[config.mk]
export PLATFORM = sky130hd
export DESIGN_NAME = telemetry_framer
export DESIGN_NICKNAME = d
export VERILOG_FILES = /design/src/rtl/telemetry_pkg.sv /design/src/rtl/telemetry_framer_sender.sv /design/src/rtl/telemetry_framer.sv
export SDC_FILE = /design/constraint.sdc
export NUM_CORES = 1
export LEC_CHECK = 0
export BUFFER_PORTS_ARGS = -buffer_cell sky130_fd_sc_hd__buf_2
export CAP_MARGIN = 10
export CORE_ASPECT_RATIO = 1.25
export CORE_MARGIN = 4
export CORE_UTILIZATION = 55
export CTS_BUF_LIST = sky130_fd_sc_hd__clkbuf_8
export DETAILED_ROUTE_END_ITERATION = 7
export MAX_ROUTING_LAYER = met4
export PLACE_DENSITY = 0.77
export SLEW_MARGIN = 5
export SYNTH_ARGS = -nofsm -noshare
export SYNTH_HDL_FRONTEND = slang
export SYNTH_SLANG_ARGS = --single-unit
[constraint.sdc]
create_clock -name CLOCK_50 -period 9.8 [get_ports CLOCK_50]
set_clock_uncertainty 0.05 [all_clocks]
set_input_delay 1.96 -clock CLOCK_50 [delete_from_list [all_inputs] [get_ports CLOCK_50]]
set_output_delay 1.96 -clock CLOCK_50 [all_outputs]
set_load 0.005 [all_outputs]
[src/rtl/telemetry_pkg.sv]
// Shared types and helpers for the IMU telemetry frame serializer.
package telemetry_pkg;

    localparam int         FRAME_LEN         = 15;
    localparam logic [7:0] SYNC_BYTE_DEFAULT = 8'hA5;

    typedef enum logic [2:0] {
        IDLE,
        SEND,
        WAIT_BUSY,
        WAIT_IDLE,
        DONE
    } state_t;

    // Six raw channels in frame order, accel_x in the most significant bits.
    typedef struct packed {
        logic [9:0] ax;
        logic [9:0] ay;
        logic [9:0] az;
        logic [9:0] gx;
        logic [9:0] gy;
        logic [9:0] gz;
    } snapshot_t;

    // Bytes 0..13 of a frame. The checksum byte comes from the caller's
    // running sum, so index 14 and above return zero here.
    function automatic logic [7:0] frame_byte(
        input logic [3:0] idx,
        input logic [7:0] seqNum,
        input snapshot_t  snap,
        input logic [7:0] syncByte
    );
        logic [9:0] chan;
        logic [7:0] result;
        case (idx)
            4'd2, 4'd3:   chan = snap.ax;
            4'd4, 4'd5:   chan = snap.ay;
            4'd6, 4'd7:   chan = snap.az;
            4'd8, 4'd9:   chan = snap.gx;
            4'd10, 4'd11: chan = snap.gy;
            4'd12, 4'd13: chan = snap.gz;
            default:      chan = '0;
        endcase
        if (idx == 4'd0)
            result = syncByte;
        else if (idx == 4'd1)
            result = seqNum;
        else if (idx <= 4'd13)
            result = idx[0] ? chan[7:0] : {6'b0, chan[9:8]};
        else
            result = 8'h00;
        return result;
    endfunction

endpackage

[src/rtl/telemetry_framer_sender.sv]
// Pushes one byte through the UART transmit/is_transmitting handshake.
//
//   state     | meaning
//   IDLE      | nothing pending; start hands over a byte
//   SEND      | byte held, waiting for the UART to go idle before pulsing
//   WAIT_BUSY | transmit pulsed, waiting for the UART to go busy (timed)
//   WAIT_IDLE | UART is sending our byte, waiting for it to finish
module uart_byte_sender
    import telemetry_pkg::*;
#(
    parameter int ACK_TIMEOUT = 16
) (
    input  logic       CLOCK_50,
    input  logic       RESET_N,
    input  logic       start,
    input  logic [7:0] txData,
    input  logic       is_transmitting,
    output logic       transmit,
    output logic [7:0] tx_byte,
    output logic       done,
    output logic       timeout
);

    localparam int TIMER_W = $clog2(ACK_TIMEOUT + 1);

    state_t             state, stateNext;
    logic [7:0]         holdByte;
    logic [TIMER_W-1:0] ackTimer;
    logic               fire;

    // Next state, transmit request and completion flags
    always_comb begin
        stateNext = state;
        fire      = 1'b0;
        done      = 1'b0;
        timeout   = 1'b0;
        case (state)
            IDLE: begin
                if (start) begin
                    if (!is_transmitting) begin
                        fire      = 1'b1;
                        stateNext = WAIT_BUSY;
                    end else begin
                        stateNext = SEND;
                    end
                end
            end
            SEND: begin
                if (!is_transmitting) begin
                    fire      = 1'b1;
                    stateNext = WAIT_BUSY;
                end
            end
            WAIT_BUSY: begin
                if (is_transmitting) begin
                    stateNext = WAIT_IDLE;
                end else if (ackTimer == '0) begin
                    // No acknowledge: report it and treat the byte as sent
                    timeout   = 1'b1;
                    done      = 1'b1;
                    stateNext = IDLE;
                end
            end
            WAIT_IDLE: begin
                if (!is_transmitting) begin
                    done      = 1'b1;
                    stateNext = IDLE;
                end
            end
            default: stateNext = IDLE;
        endcase
    end

    // State register
    always_ff @(posedge CLOCK_50 or negedge RESET_N) begin
        if (!RESET_N)
            state <= IDLE;
        else
            state <= stateNext;
    end

    // Registered transmit pulse, byte latch and acknowledge down-counter
    always_ff @(posedge CLOCK_50 or negedge RESET_N) begin
        if (!RESET_N) begin
            transmit <= 1'b0;
            tx_byte  <= '0;
            holdByte <= '0;
            ackTimer <= '0;
        end else begin
            transmit <= fire;
            if (fire) begin
                tx_byte  <= (state == IDLE) ? txData : holdByte;
                ackTimer <= TIMER_W'(ACK_TIMEOUT - 1);
            end else if (state == WAIT_BUSY && ackTimer != '0) begin
                ackTimer <= ackTimer - TIMER_W'(1);
            end
            if (state == IDLE && start)
                holdByte <= txData;
        end
    end

endmodule

[src/rtl/telemetry_framer.sv]
// Snapshots six IMU channels on a selected sample edge and serialises them
// as a 15-byte frame (sync, seq, 12 data bytes, checksum) to the UART.
//
//   state     | meaning
//   IDLE      | no frame in progress; a selected, enabled edge snapshots
//   SEND      | hand byte idx to the sender (one cycle)
//   WAIT_BUSY | byte idx in flight inside the sender
//   DONE      | last byte finished; bump seq and drop busy
module telemetry_framer
    import telemetry_pkg::*;
#(
    parameter int         SAMPLE_W    = 10,
    parameter int         DECIMATE    = 1,
    parameter logic [7:0] SYNC_BYTE   = SYNC_BYTE_DEFAULT,
    parameter int         ACK_TIMEOUT = 16
) (
    input  logic                CLOCK_50,
    input  logic                RESET_N,
    input  logic                enable,
    input  logic                sample_valid,
    input  logic [SAMPLE_W-1:0] accel_x,
    input  logic [SAMPLE_W-1:0] accel_y,
    input  logic [SAMPLE_W-1:0] accel_z,
    input  logic [SAMPLE_W-1:0] gyro_x,
    input  logic [SAMPLE_W-1:0] gyro_y,
    input  logic [SAMPLE_W-1:0] gyro_z,
    output logic                transmit,
    output logic [7:0]          tx_byte,
    input  logic                is_transmitting,
    output logic                busy,
    output logic [7:0]          seq,
    output logic [7:0]          drop_count,
    output logic                ack_err
);

    localparam logic [3:0] LAST_IDX = 4'(FRAME_LEN - 1);
    localparam logic [7:0] DEC_LAST = 8'(DECIMATE - 1);

    state_t     state, stateNext;
    snapshot_t  snap;
    logic       svQ, sampleEdge, selected, takeSnap, start;
    logic       senderDone, senderTimeout;
    logic [7:0] decCnt, sum, curByte;
    logic [3:0] idx;

    assign sampleEdge = sample_valid & ~svQ;
    assign selected   = sampleEdge && (decCnt == DEC_LAST);
    assign takeSnap   = selected && enable && (state == IDLE);
    assign curByte    = (idx == LAST_IDX) ? 8'h00 - sum
                                          : frame_byte(idx, seq, snap, SYNC_BYTE);

    uart_byte_sender #(
        .ACK_TIMEOUT(ACK_TIMEOUT)
    ) sender (
        .CLOCK_50       (CLOCK_50),
        .RESET_N        (RESET_N),
        .start          (start),
        .txData         (curByte),
        .is_transmitting(is_transmitting),
        .transmit       (transmit),
        .tx_byte        (tx_byte),
        .done           (senderDone),
        .timeout        (senderTimeout)
    );

    // Frame sequencing: next state and byte hand-off
    always_comb begin
        stateNext = state;
        start     = 1'b0;
        case (state)
            IDLE:      if (takeSnap) stateNext = SEND;
            SEND: begin
                start     = 1'b1;
                stateNext = WAIT_BUSY;
            end
            WAIT_BUSY: if (senderDone) stateNext = (idx == LAST_IDX) ? DONE : SEND;
            DONE:      stateNext = IDLE;
            default:   stateNext = IDLE;
        endcase
    end

    // State register
    always_ff @(posedge CLOCK_50 or negedge RESET_N) begin
        if (!RESET_N)
            state <= IDLE;
        else
            state <= stateNext;
    end

    // Edge detect, decimation, snapshot, byte index, checksum and status
    always_ff @(posedge CLOCK_50 or negedge RESET_N) begin
        if (!RESET_N) begin
            svQ        <= 1'b0;
            decCnt     <= '0;
            snap       <= '0;
            idx        <= '0;
            sum        <= '0;
            busy       <= 1'b0;
            seq        <= '0;
            drop_count <= '0;
            ack_err    <= 1'b0;
        end else begin
            svQ <= sample_valid;
            if (sampleEdge)
                decCnt <= selected ? 8'd0 : decCnt + 8'd1;
            if (takeSnap) begin
                snap <= {accel_x, accel_y, accel_z, gyro_x, gyro_y, gyro_z};
                idx  <= '0;
                sum  <= '0;
                busy <= 1'b1;
            end
            if (selected && busy && drop_count != 8'hFF)
                drop_count <= drop_count + 8'd1;
            // Sync and checksum bytes are excluded from the running sum
            if (start && idx != 4'd0 && idx != LAST_IDX)
                sum <= sum + curByte;
            if (state == WAIT_BUSY && senderDone && idx != LAST_IDX)
                idx <= idx + 4'd1;
            if (senderTimeout)
                ack_err <= 1'b1;
            if (state == DONE) begin
                seq  <= seq + 8'd1;
                busy <= 1'b0;
            end
        end
    end

endmodule

==> results by group <==
Drt
  • Initial DRT Pass Iterations: 5
  • Met1 wire length: 5.69 mm
  • Met3 wire len: 839 um
  • Avg WL per Cell: 18.0 um
  • Total wire length: 14.3 mm
  • Via count: 4699
  • Metal2 WL: 7.38 mm
  • Via density: 5.92
  • Top sig layer: met4
  • DRC viols: 0
  • DRT iter0 DRCs: 305
  • DRT antenna net count: 0

Timing
  • Peak Freq: 0.246 GHz
  • Final hold slack: 0.427 ns
  • Worst slew pin tran: 1.05 ns
  • Fin. Hold Viols: 0
  • Rel. slew slack: 30.3%
  • Final worst-path cycle share: 41.5%
  • Setup_tns: 0 ns
  • Tmin final: 4.07 ns
  • RSZ-0062 raised after global routing: no
  • Slew Viols, Final: 0
  • Final Setup Violations: 0

Clock network
  • CTS max path bufs: 2
  • Worst-skew pair later-pin latency: 0.44 ns
  • Postcts setup bufs: 0
  • Clock Sinks: 126
  • Hold_buf cts: 0
  • Root Buffer: clkbuf_8
  • CTS tree: done
  • Cts bufs inserted: 17
  • Worst-path clk slew: 0.08 ns
  • H-tree lvl count: 4
  • Post-CTS sizing: 0

Worst setup path
  • Slowest stage delay, CP: 0.57 ns
  • Worst reg2reg endpoint: sum[6]
  • Crit path launch: idx[0]
  • Arrival time at the worst endpoint: 4.36 ns
  • R2R cell count: 17
  • Cell mode on critical path: inv_1
  • Startpoint Class: flop
  • Crit-path cells: inv_1, ha_1, nor2_1, nor3_1, a31oi_1, o2111ai_1, a31oi_1, inv_1, ha_1, inv_1, fa_1, nor2b_1, o21ai_0, a21oi_1, o21a_1, o21a_1, o31ai_1
  • Worst Path Class, Setup: flop to flop
  • CP Capture Type: flop
  • CP Capture Point: sum[6]
  • CP Max Fanout: 12
  • R2R setup slack: 5.73 ns
  • Slowest cell on crit path: nor2_1
  • Origin of the critical flop-to-flop path: idx[0]
  • Worst EP required: 10.09 ns

Layout
  • Layout cell share with drive strength beyond 1: 29.3%
  • Most common cell after layout, fill and taps aside: dfrtp_1
  • N_diodes: 0
  • Layout area overhead: 15.3%
  • Nets@finish: 729
  • Commonest cells after routing, fill and taps aside: 126 x dfrtp_1, 90 x buf_2, 64 x mux2_2

Synth
  • Synthesized Nets: 644
  • EDFF count, synth: 0
  • Syn Area/Cell: 11.2 um^2
  • Post-Syn Instances: 561
  • Yosys Warn Count: 0
  • Mapped Area: 0.00630 mm^2
  • Distinct cells, synth: 55
  • Seq cells post-synth: 126
  • Seq/Total Area, Yosys: 50.0%
  • Synth Flop Type: dfrtp_1
  • Asr flop ratio synth: 100%

Pwr
  • Cell Pwr Density: 278 mW/mm^2
  • P_leak: 3.56 nW
  • Max VDD drop: 159 uV

Global routing
  • Initial antenna violation count: 0
  • Grt ovf: 0
  • GRT Resource Usage Total: 23.4%
  • Vias in the first global route: 4873
  • Largest net degree at the start of global routing: 72
  • First-pass GRT wire length: 24.0 mm

Die
  • Die area: 0.0132 mm^2
  • Die width: 104 um
  • Starting density of the core: 56.6%
  • Die span in y: 128 um
  • Cell Rows: 43
  • I/O pin cnt: 92
  • Core area: 0.0111 mm^2

Worst hold path
  • HP Class: flop to flop

Flow run
  • Max cap viols: 0

Placement
  • Port bufs: 91
  • HPWL after DPL: 10.2 mm
  • RePlAce Congestion: 0.963

Status
  • Outcome: finished, final reports clean
-- where the power goes --
part	total (mW)	leakage, nW	internal (mW)	switching, mW
logic	0.645	1.69	0.305	0.339
registers	0.858	1.64	0.710	0.148
clock network	0.515	0.231	0.302	0.213
total	2.02	3.56	1.32	0.700
-- worst max-delay path, delay by kind of cell (launching register included) --
| family | cells | cell delay (ns) |
|---|---|---|
| AND/OR/NAND/NOR | 3 | 0.77 |
| AO/OA/AOI/OAI | 8 | 1.61 |
| buffers and inverters | 3 | 0.33 |
| adder cells (fa/ha/maj) | 3 | 0.71 |
| flip-flops | 1 | 0.49 |
-- Yosys cell counts, types with 12 or more instances --
cell,count,area [um^2]
dfrtp_1,126,3150
ha_1,17,213
nand3_1,25,125
inv_1,17,63.8
mux2_2,64,721
nand2_1,38,143
and3_1,13,81.3
xnor2_1,17,149
mux2i_1,17,170
xor2_1,13,114
o21ai_0,32,160
a21oi_1,12,60.1
nor2_1,20,75.1
clkbuf_1,19,71.3
-- worst min-delay path by stage --
stage                             startpoint            endpoint  slack [ns]  cells past startpoint
after floorplan           sender.holdByte[0]  sender.holdByte[0]        0.39                      2
after global placement               ack_err             ack_err        0.39                      1
after detailed placement  sender.holdByte[0]  sender.holdByte[0]        0.42                      2
after CTS                 sender.holdByte[0]  sender.holdByte[0]        0.43                      2
after global routing               decCnt[7]           decCnt[7]        0.45                      1
final                              decCnt[7]           decCnt[7]        0.43                      1
-- cell families (layout without fill, tap and decap cells) --
logic type,after synthesis,after routing,share of synthesized area [%]
DFF,126,126,50.0
xor gates and xnor gates,30,30,4.17
buffers and inverters,46,144,3.29
AOI/OAI and AO/OA,108,108,11.5
and+or+nand+nor,142,142,11.5
muxes,91,91,15.9
adders and majority gates,18,18,3.69
-- through the flow --
step | instance area (um^2) | util (%) | worst slack, ns | std cells | total power, mW
after floorplan | 6300 | - | 6.37 | 561 | 1.31
after global placement | 6820 | 61.2 | 5.93 | 762 | 1.47
after detailed placement | 6820 | 61.2 | 5.79 | 762 | 1.50
after CTS | 7270 | 65.3 | 5.81 | 794 | 2.03
after global routing | 7270 | 65.3 | 5.40 | 794 | 2.15
final | 7270 | 65.3 | 5.73 | 794 | 2.02
-- metal layers --
layer | vias up | track usage [%]
met5 | - | -
met2 | 175 | 40.0
met3 | 39 | 5.24
met4 | 0 | 8.76
met1 | 2285 | 27.4
li1 | 2200 | -
-- state kept, by name, summed over array words and instances, names as in the netlist --
signal           flops
ack_err              1
busy                 1
decCnt               8
drop_count           8
idx                  4
sender.ackTimer      5
sender.holdByte      8
sender.state         2
sender.transmit      1
sender.tx_byte       8
seq                  8
snap                60
state                3
sum                  8
svQ                  1
-- layout make-up --
cell class,count,area (um^2)
timing repair buffer,95,488
inverter,17,63.8
tap,135,169
fill,897,3870
clock buffer,17,234
sequential,126,3150
clock inverter,15,220
multi-input combinational,389,2940
Note: power is estimated with default switching activity, not from simulation.
